## config.mk

```make
export PLATFORM = sky130hd
export DESIGN_NAME = fork3_sched
export DESIGN_NICKNAME = d
export VERILOG_FILES = /design/src/rtl/fork_ctrl_pkg.sv /design/src/rtl/fork3_sched_rr_arbiter.sv /design/src/rtl/fork3_sched.sv
export SDC_FILE = /design/constraint.sdc
export NUM_CORES = 1
export LEC_CHECK = 0
export ABC_AREA = 1
export ABC_CLOCK_PERIOD_IN_PS = 2900
export BUFFER_PORTS_ARGS = -buffer_cell sky130_fd_sc_hd__buf_2
export CAP_MARGIN = 20
export CORE_UTILIZATION = 55
export CTS_CLUSTER_DIAMETER = 100
export CTS_CLUSTER_SIZE = 25
export DETAILED_ROUTE_END_ITERATION = 10
export PLACE_DENSITY = 0.84
export SETUP_SLACK_MARGIN = 0.02
export SKIP_CTS_REPAIR_TIMING = 1
export SYNTH_ARGS = -nofsm -noshare
export SYNTH_HDL_FRONTEND = slang
export SYNTH_SLANG_ARGS = --single-unit
```

## constraint.sdc

```tcl
create_clock -name clk_i -period 2.9 [get_ports clk_i]
set_input_delay 0.58 -clock clk_i [delete_from_list [all_inputs] [get_ports clk_i]]
set_output_delay 0.58 -clock clk_i [all_outputs]
set_load 0.02 [all_outputs]
```

## src/rtl/fork_ctrl_pkg.sv

```systemverilog
// Shared types for the fork/join control blocks: branch count, FSM states,
// branch mask type and the join predicates used by the scheduler.
package fork_ctrl_pkg;
  localparam int NUM_BRANCH = 3;

  typedef enum logic [1:0] {IDLE, RISE, FALL, DONE} fork_state_e;

  typedef logic [NUM_BRANCH-1:0] branch_mask_t;

  // Disabled branches are don't-care, so an empty mask joins immediately.
  function automatic logic join_hi(branch_mask_t m, branch_mask_t a);
    return &(~m | a);
  endfunction

  function automatic logic join_lo(branch_mask_t m, branch_mask_t a);
    return ~|(m & a);
  endfunction
endpackage

```

## src/rtl/fork3_sched_rr_arbiter.sv

```systemverilog
// Combinational round-robin pick: first set request searching upward from
// last+1, wrapping modulo NUM_REQ (not modulo a power of two).
module rr_arbiter #(
  parameter int NUM_REQ = 3
) (
  input  logic [NUM_REQ-1:0]         req,
  input  logic [$clog2(NUM_REQ)-1:0] last,
  output logic [NUM_REQ-1:0]         gnt,
  output logic [$clog2(NUM_REQ)-1:0] idx
);
  localparam int IW = $clog2(NUM_REQ);

  logic          found;
  logic [IW-1:0] j;

  always_comb begin
    gnt   = '0;
    idx   = '0;
    found = 1'b0;
    j     = '0;
    for (int i = 1; i <= NUM_REQ; i++) begin
      int k;
      k = int'(last) + i;
      if (k >= NUM_REQ) k = k - NUM_REQ;
      j = IW'(k);
      if (!found && req[j]) begin
        found  = 1'b1;
        gnt[j] = 1'b1;
        idx    = j;
      end
    end
  end
endmodule

```

## src/rtl/fork3_sched.sv

```systemverilog
// Shares one three-branch fork stage among NUM_REQ requesters: round-robin
// grant, four-phase RZ handshake on the branch lines, per-phase timeout.
module fork3_sched
  import fork_ctrl_pkg::*;
#(
  parameter int NUM_REQ = 3,
  parameter int TIMEOUT = 200
) (
  input  logic                          clk_i,
  input  logic                          rst_i,
  input  logic [NUM_REQ-1:0]            req_i,
  input  logic [NUM_REQ*NUM_BRANCH-1:0] mask_i,
  output logic [NUM_REQ-1:0]            gnt_o,
  output logic [NUM_BRANCH-1:0]         req_out_o,
  input  logic [NUM_BRANCH-1:0]         ack_out_i,
  output logic                          busy_o,
  output logic                          done_o,
  output logic                          err_o
);
  localparam int IW = $clog2(NUM_REQ);
  localparam int CW = $clog2(TIMEOUT + 1);

  fork_state_e      state_q, state_d;
  logic [CW-1:0]    cnt_q, cnt_d;
  logic [IW-1:0]    last_q, last_d, idx_q, idx_d;
  logic [NUM_REQ-1:0] gnt_q, gnt_d;
  branch_mask_t     mask_q, mask_d, req_out_q, req_out_d;
  logic             err_q, err_d;
  logic             busy_q, busy_d, done_q, done_d, erro_q, erro_d;

  logic [NUM_REQ-1:0] pick_gnt;
  logic [IW-1:0]      pick_idx;
  branch_mask_t       mask_sel;
  logic               phase_to;

  rr_arbiter #(.NUM_REQ(NUM_REQ)) u_arb (
    .req  (req_i),
    .last (last_q),
    .gnt  (pick_gnt),
    .idx  (pick_idx)
  );

  always_comb begin
    mask_sel = '0;
    for (int i = 0; i < NUM_REQ; i++)
      if (pick_gnt[i]) mask_sel = mask_sel | mask_i[i*NUM_BRANCH +: NUM_BRANCH];
  end

  assign phase_to = (cnt_q == CW'(TIMEOUT - 1));

  always_comb begin
    state_d   = state_q;
    cnt_d     = cnt_q;
    last_d    = last_q;
    idx_d     = idx_q;
    gnt_d     = gnt_q;
    mask_d    = mask_q;
    req_out_d = req_out_q;
    err_d     = err_q;
    done_d    = 1'b0;
    erro_d    = 1'b0;
    case (state_q)
      IDLE: begin
        if (|req_i) begin
          state_d   = RISE;
          gnt_d     = pick_gnt;
          idx_d     = pick_idx;
          mask_d    = mask_sel;
          req_out_d = mask_sel;
          err_d     = 1'b0;
          cnt_d     = '0;
        end
      end
      RISE: begin
        // Join wins over timeout when both happen on the same cycle.
        if (join_hi(mask_q, ack_out_i) || phase_to) begin
          if (!join_hi(mask_q, ack_out_i)) err_d = 1'b1;
          state_d   = FALL;
          req_out_d = '0;
          cnt_d     = '0;
        end else begin
          cnt_d = cnt_q + CW'(1);
        end
      end
      FALL: begin
        if (join_lo(mask_q, ack_out_i) || phase_to) begin
          state_d = DONE;
          done_d  = 1'b1;
          erro_d  = err_q | ~join_lo(mask_q, ack_out_i);
          err_d   = err_q | ~join_lo(mask_q, ack_out_i);
          cnt_d   = '0;
        end else begin
          cnt_d = cnt_q + CW'(1);
        end
      end
      DONE: begin
        state_d = IDLE;
        gnt_d   = '0;
        last_d  = idx_q;
        cnt_d   = '0;
      end
      default: state_d = IDLE;
    endcase
    busy_d = (state_d != IDLE);
  end

  always_ff @(posedge clk_i) begin
    if (rst_i) begin
      state_q   <= IDLE;
      cnt_q     <= '0;
      last_q    <= IW'(NUM_REQ - 1);
      idx_q     <= '0;
      gnt_q     <= '0;
      mask_q    <= '0;
      req_out_q <= '0;
      err_q     <= 1'b0;
      busy_q    <= 1'b0;
      done_q    <= 1'b0;
      erro_q    <= 1'b0;
    end else begin
      state_q   <= state_d;
      cnt_q     <= cnt_d;
      last_q    <= last_d;
      idx_q     <= idx_d;
      gnt_q     <= gnt_d;
      mask_q    <= mask_d;
      req_out_q <= req_out_d;
      err_q     <= err_d;
      busy_q    <= busy_d;
      done_q    <= done_d;
      erro_q    <= erro_d;
    end
  end

  assign gnt_o     = gnt_q;
  assign req_out_o = req_out_q;
  assign busy_o    = busy_q;
  assign done_o    = done_q;
  assign err_o     = erro_q;
endmodule

```

==> summary.md <==
Total negative setup slack: 0 ns. The run finished, with violations left. At the end of the flow, the number of nets in the layout was 308.

Summing the areas of all compound-gate instances in the mapped netlist gives 12.0% of the synthesized area. After detailed routing, the total wire length is 3390 um. The first global-routing pass estimated 5890 um of wire. For this configuration, the core starts out at a cell density of 59.2%.

The logs give 1580 for the overall via count from detail_route and 16 for the largest net degree at the start of global routing. Of the total synthesized cell area, the portion taken by XOR and XNOR cells is 1.05%. Classification of the worst-slack hold path: flop to flop. The fraction of layout cells with a size suffix above 1 was 19.4%. The tools report the clock tree root driver cell as clkbuf_4.

The logs give 0 for the number of failing hold endpoints at the final stage and 1427 for the number of global-route vias before repair. The tools report the number of inserted diodes as 0. The floorplan has 19 rows.

The worst setup path is of the flop to flop kind. The setup skew after layout is 0.00383 ns. The transition time of the tightest slew-check pin works out to 0.379 ns. The element type at the critical path start is a flop. After synthesis, the netlist uses 27 different library cells. The synthesis-stage register bit count is 27, and the final-report max-slew violation count is 0.

From bottom edge to top edge, the die measures 57.2 um. The synthesized netlist devotes 37.7% of its cell area to simple gates. The signal arrival time at the worst endpoint was 2.50 ns.

The headroom to the max-slew limit is 74.5%. The routed length per placed instance came out at 11.0 um. Setup repair after global routing left no endpoint under its margin. Power per cell area: 459 nW/um2. Cell accounting for the most synthesized area: dfxtp_1. The die area was 3270 um2; the final global-route overflow total was 0. For this design the static power due to leakage is 0.934 nW. Clock-pin slew was measured on the worst setup and hold paths at 0.15 ns. Of the available clock period, the critical path in the final layout requires 77.2%. The clock drives 27 sinks. The worst setup path is captured at a flop.

By area the synthesized netlist is led by dfxtp_1 32%, nand2_1 18%, ha_1 9.0%, inv_1 5.6%, nor2_1 5.2%. The post-synthesis cell area is 1680 um2, and the quantity of I/O buffers inserted on ports is 25. The total design power is 850 uW. The number of antenna-violating nets in the routed design was 0. The top fanout value on the critical path came out at 9.

The proportion of netlist area held by the largest area contributor was 32.3%. The core occupancy in the finished layout was 65.5%; the buffer levels on the longest clock path was 2. The final weighted congestion of routability-driven global placement was 0.852. In the synthesized netlist, the number of instances is 251. The library cells used most frequently in the layout, excluding fill and tap cells, are 79 x nand2_1, 27 x dfxtp_1, 25 x inv_1, 25 x buf_2, 23 x nor2_1. Across every metal layer, demand over resource in global routing totals 22.4%. The tools report the level count of the clock H-tree as 1. The final reports fail on DRC. The leading cell type in the layout, fill and taps excluded was nand2_1. The synthesized net count is 280, and the number of design rule violations left after detail routing is 1.

The routed design could run at a clock period as short as 2.24 ns. For the number of maximum-capacitance violations, the log shows 0. The x dimension of the die works out to 57.2 um. After synthesis, the share of cell area in mux cells is 0%. In this run the mean area of a mapped cell was 6.67 um2. The ratio of routed vias to standard cells was 5.11; the number of warning messages in the yosys log was 0. In this run the standard cell core region covers 2830 um2. In this run, the number of DRC markers left after iteration 0 of detailed routing was 70.

The HPWL reported at the end of detailed placement was 2730 um. The number of antenna violations at the first check in global routing was 0. VDD sags by at most 319 uV. The layout overhead on the synthesized area was 10.5%.

TritonCTS built the clock tree. The synthesized netlist devotes 8.96% of its cell area to adder and majority cells. After synthesis, the largest family of logic cells by area is simple AND/OR/NAND/NOR gates. During I/O placement, the number of pins put on the boundary was 26. Total CTS buffers: 3. Setup violations remaining at the end of the flow were counted as 0. The logs give 3.17 ns for the required time of the worst setup path and 32.3% for the sequential-to-total area share from yosys stat. The detailed-router iteration count before antenna repair is 7, and the worst-skew pair later-pin latency is 0.32 ns. Timing would allow up to 447 MHz.
area by class of cell:
type	count	area, um2
timing repair buffer	25	125
multi-input combinational	191	1000
sequential	27	541
tap	31	38.8
clock buffer	3	22.5
fill	251	977
clock inverter	1	5.00
inverter	31	119
power by group:
part | internal [mW] | switching, mW | total, mW
Clock | 0.0516 | 0.111 | 0.163
Sequential | 0.403 | 0.0197 | 0.423
Combinational | 0.0905 | 0.174 | 0.265
Total | 0.545 | 0.305 | 0.850
worst paths after layout:
kind | startpoint | endpoint | slack (ns) | cells past startpoint
worst max register to register | last_q[0] | req_out_o[2] | 0.66 | 14
worst min-delay path | gnt_o[0] | gnt_o[0] | 0.48 | 2
worst max-delay path | last_q[0] | req_out_o[2] | 0.66 | 14
worst min register to register | gnt_o[0] | gnt_o[0] | 0.48 | 2
registers in the layout, summed over array words and instances, names as in the netlist:
register	cells
cnt_q	8
gnt_o	3
mask_q	3
req_out_o	3
idx_q	2
last_q	2
state_q	2
busy_o	1
done_o	1
err_o	1
err_q	1
per-layer routing:
metal	part of all wire [%]	global-route usage [%]
met1	51	30.0
met2	47	39.0
met3	1.8	2.72
met4	0.29	4.18
met5	0	0
critical path, cell delays in order (launching register included):
cell	delay, ns
dfxtp_1	0.51
inv_2	0.12
ha_1	0.52
inv_4	0.08
nand2_2	0.06
nand3_1	0.09
nand2_2	0.12
nand2_4	0.08
nor2_8	0.11
nand2_1	0.07
nand2_2	0.11
nand2_1	0.06
nand3_1	0.08
nand2_1	0.07
a21oi_2	0.11
cell usage after synthesis (all sizes together):
master / instances
or2: 1
a31oi: 2
nor2: 26
o211ai: 4
nand3: 17
and2: 1
a21oi: 13
nand4: 3
nand2: 91
xnor2: 1
nor3: 3
o21ai: 15
dfxtp: 27
o21bai: 1
xor2: 1
inv: 31
buf: 2
ha: 12
cell families after synthesis:
logic type | Yosys count
xor+xnor | 2
fa+ha+maj | 12
buf+inv | 33
flops | 27
compound gates | 35
simple gates | 142
metrics by stage:
stage / setup slack [ns] / cell area (um2) / hold slack (ns) / instances
after floorplan: 0.981 / 1680 / 0.431 / 251
after global placement: 0.752 / 1820 / 0.456 / 305
after detailed placement: 0.710 / 1820 / 0.458 / 305
after CTS: 0.658 / 1850 / 0.477 / 309
after global routing: 0.391 / 1850 / 0.515 / 309
final: 0.662 / 1850 / 0.478 / 309
Note: power is estimated with default switching activity, not from simulation.
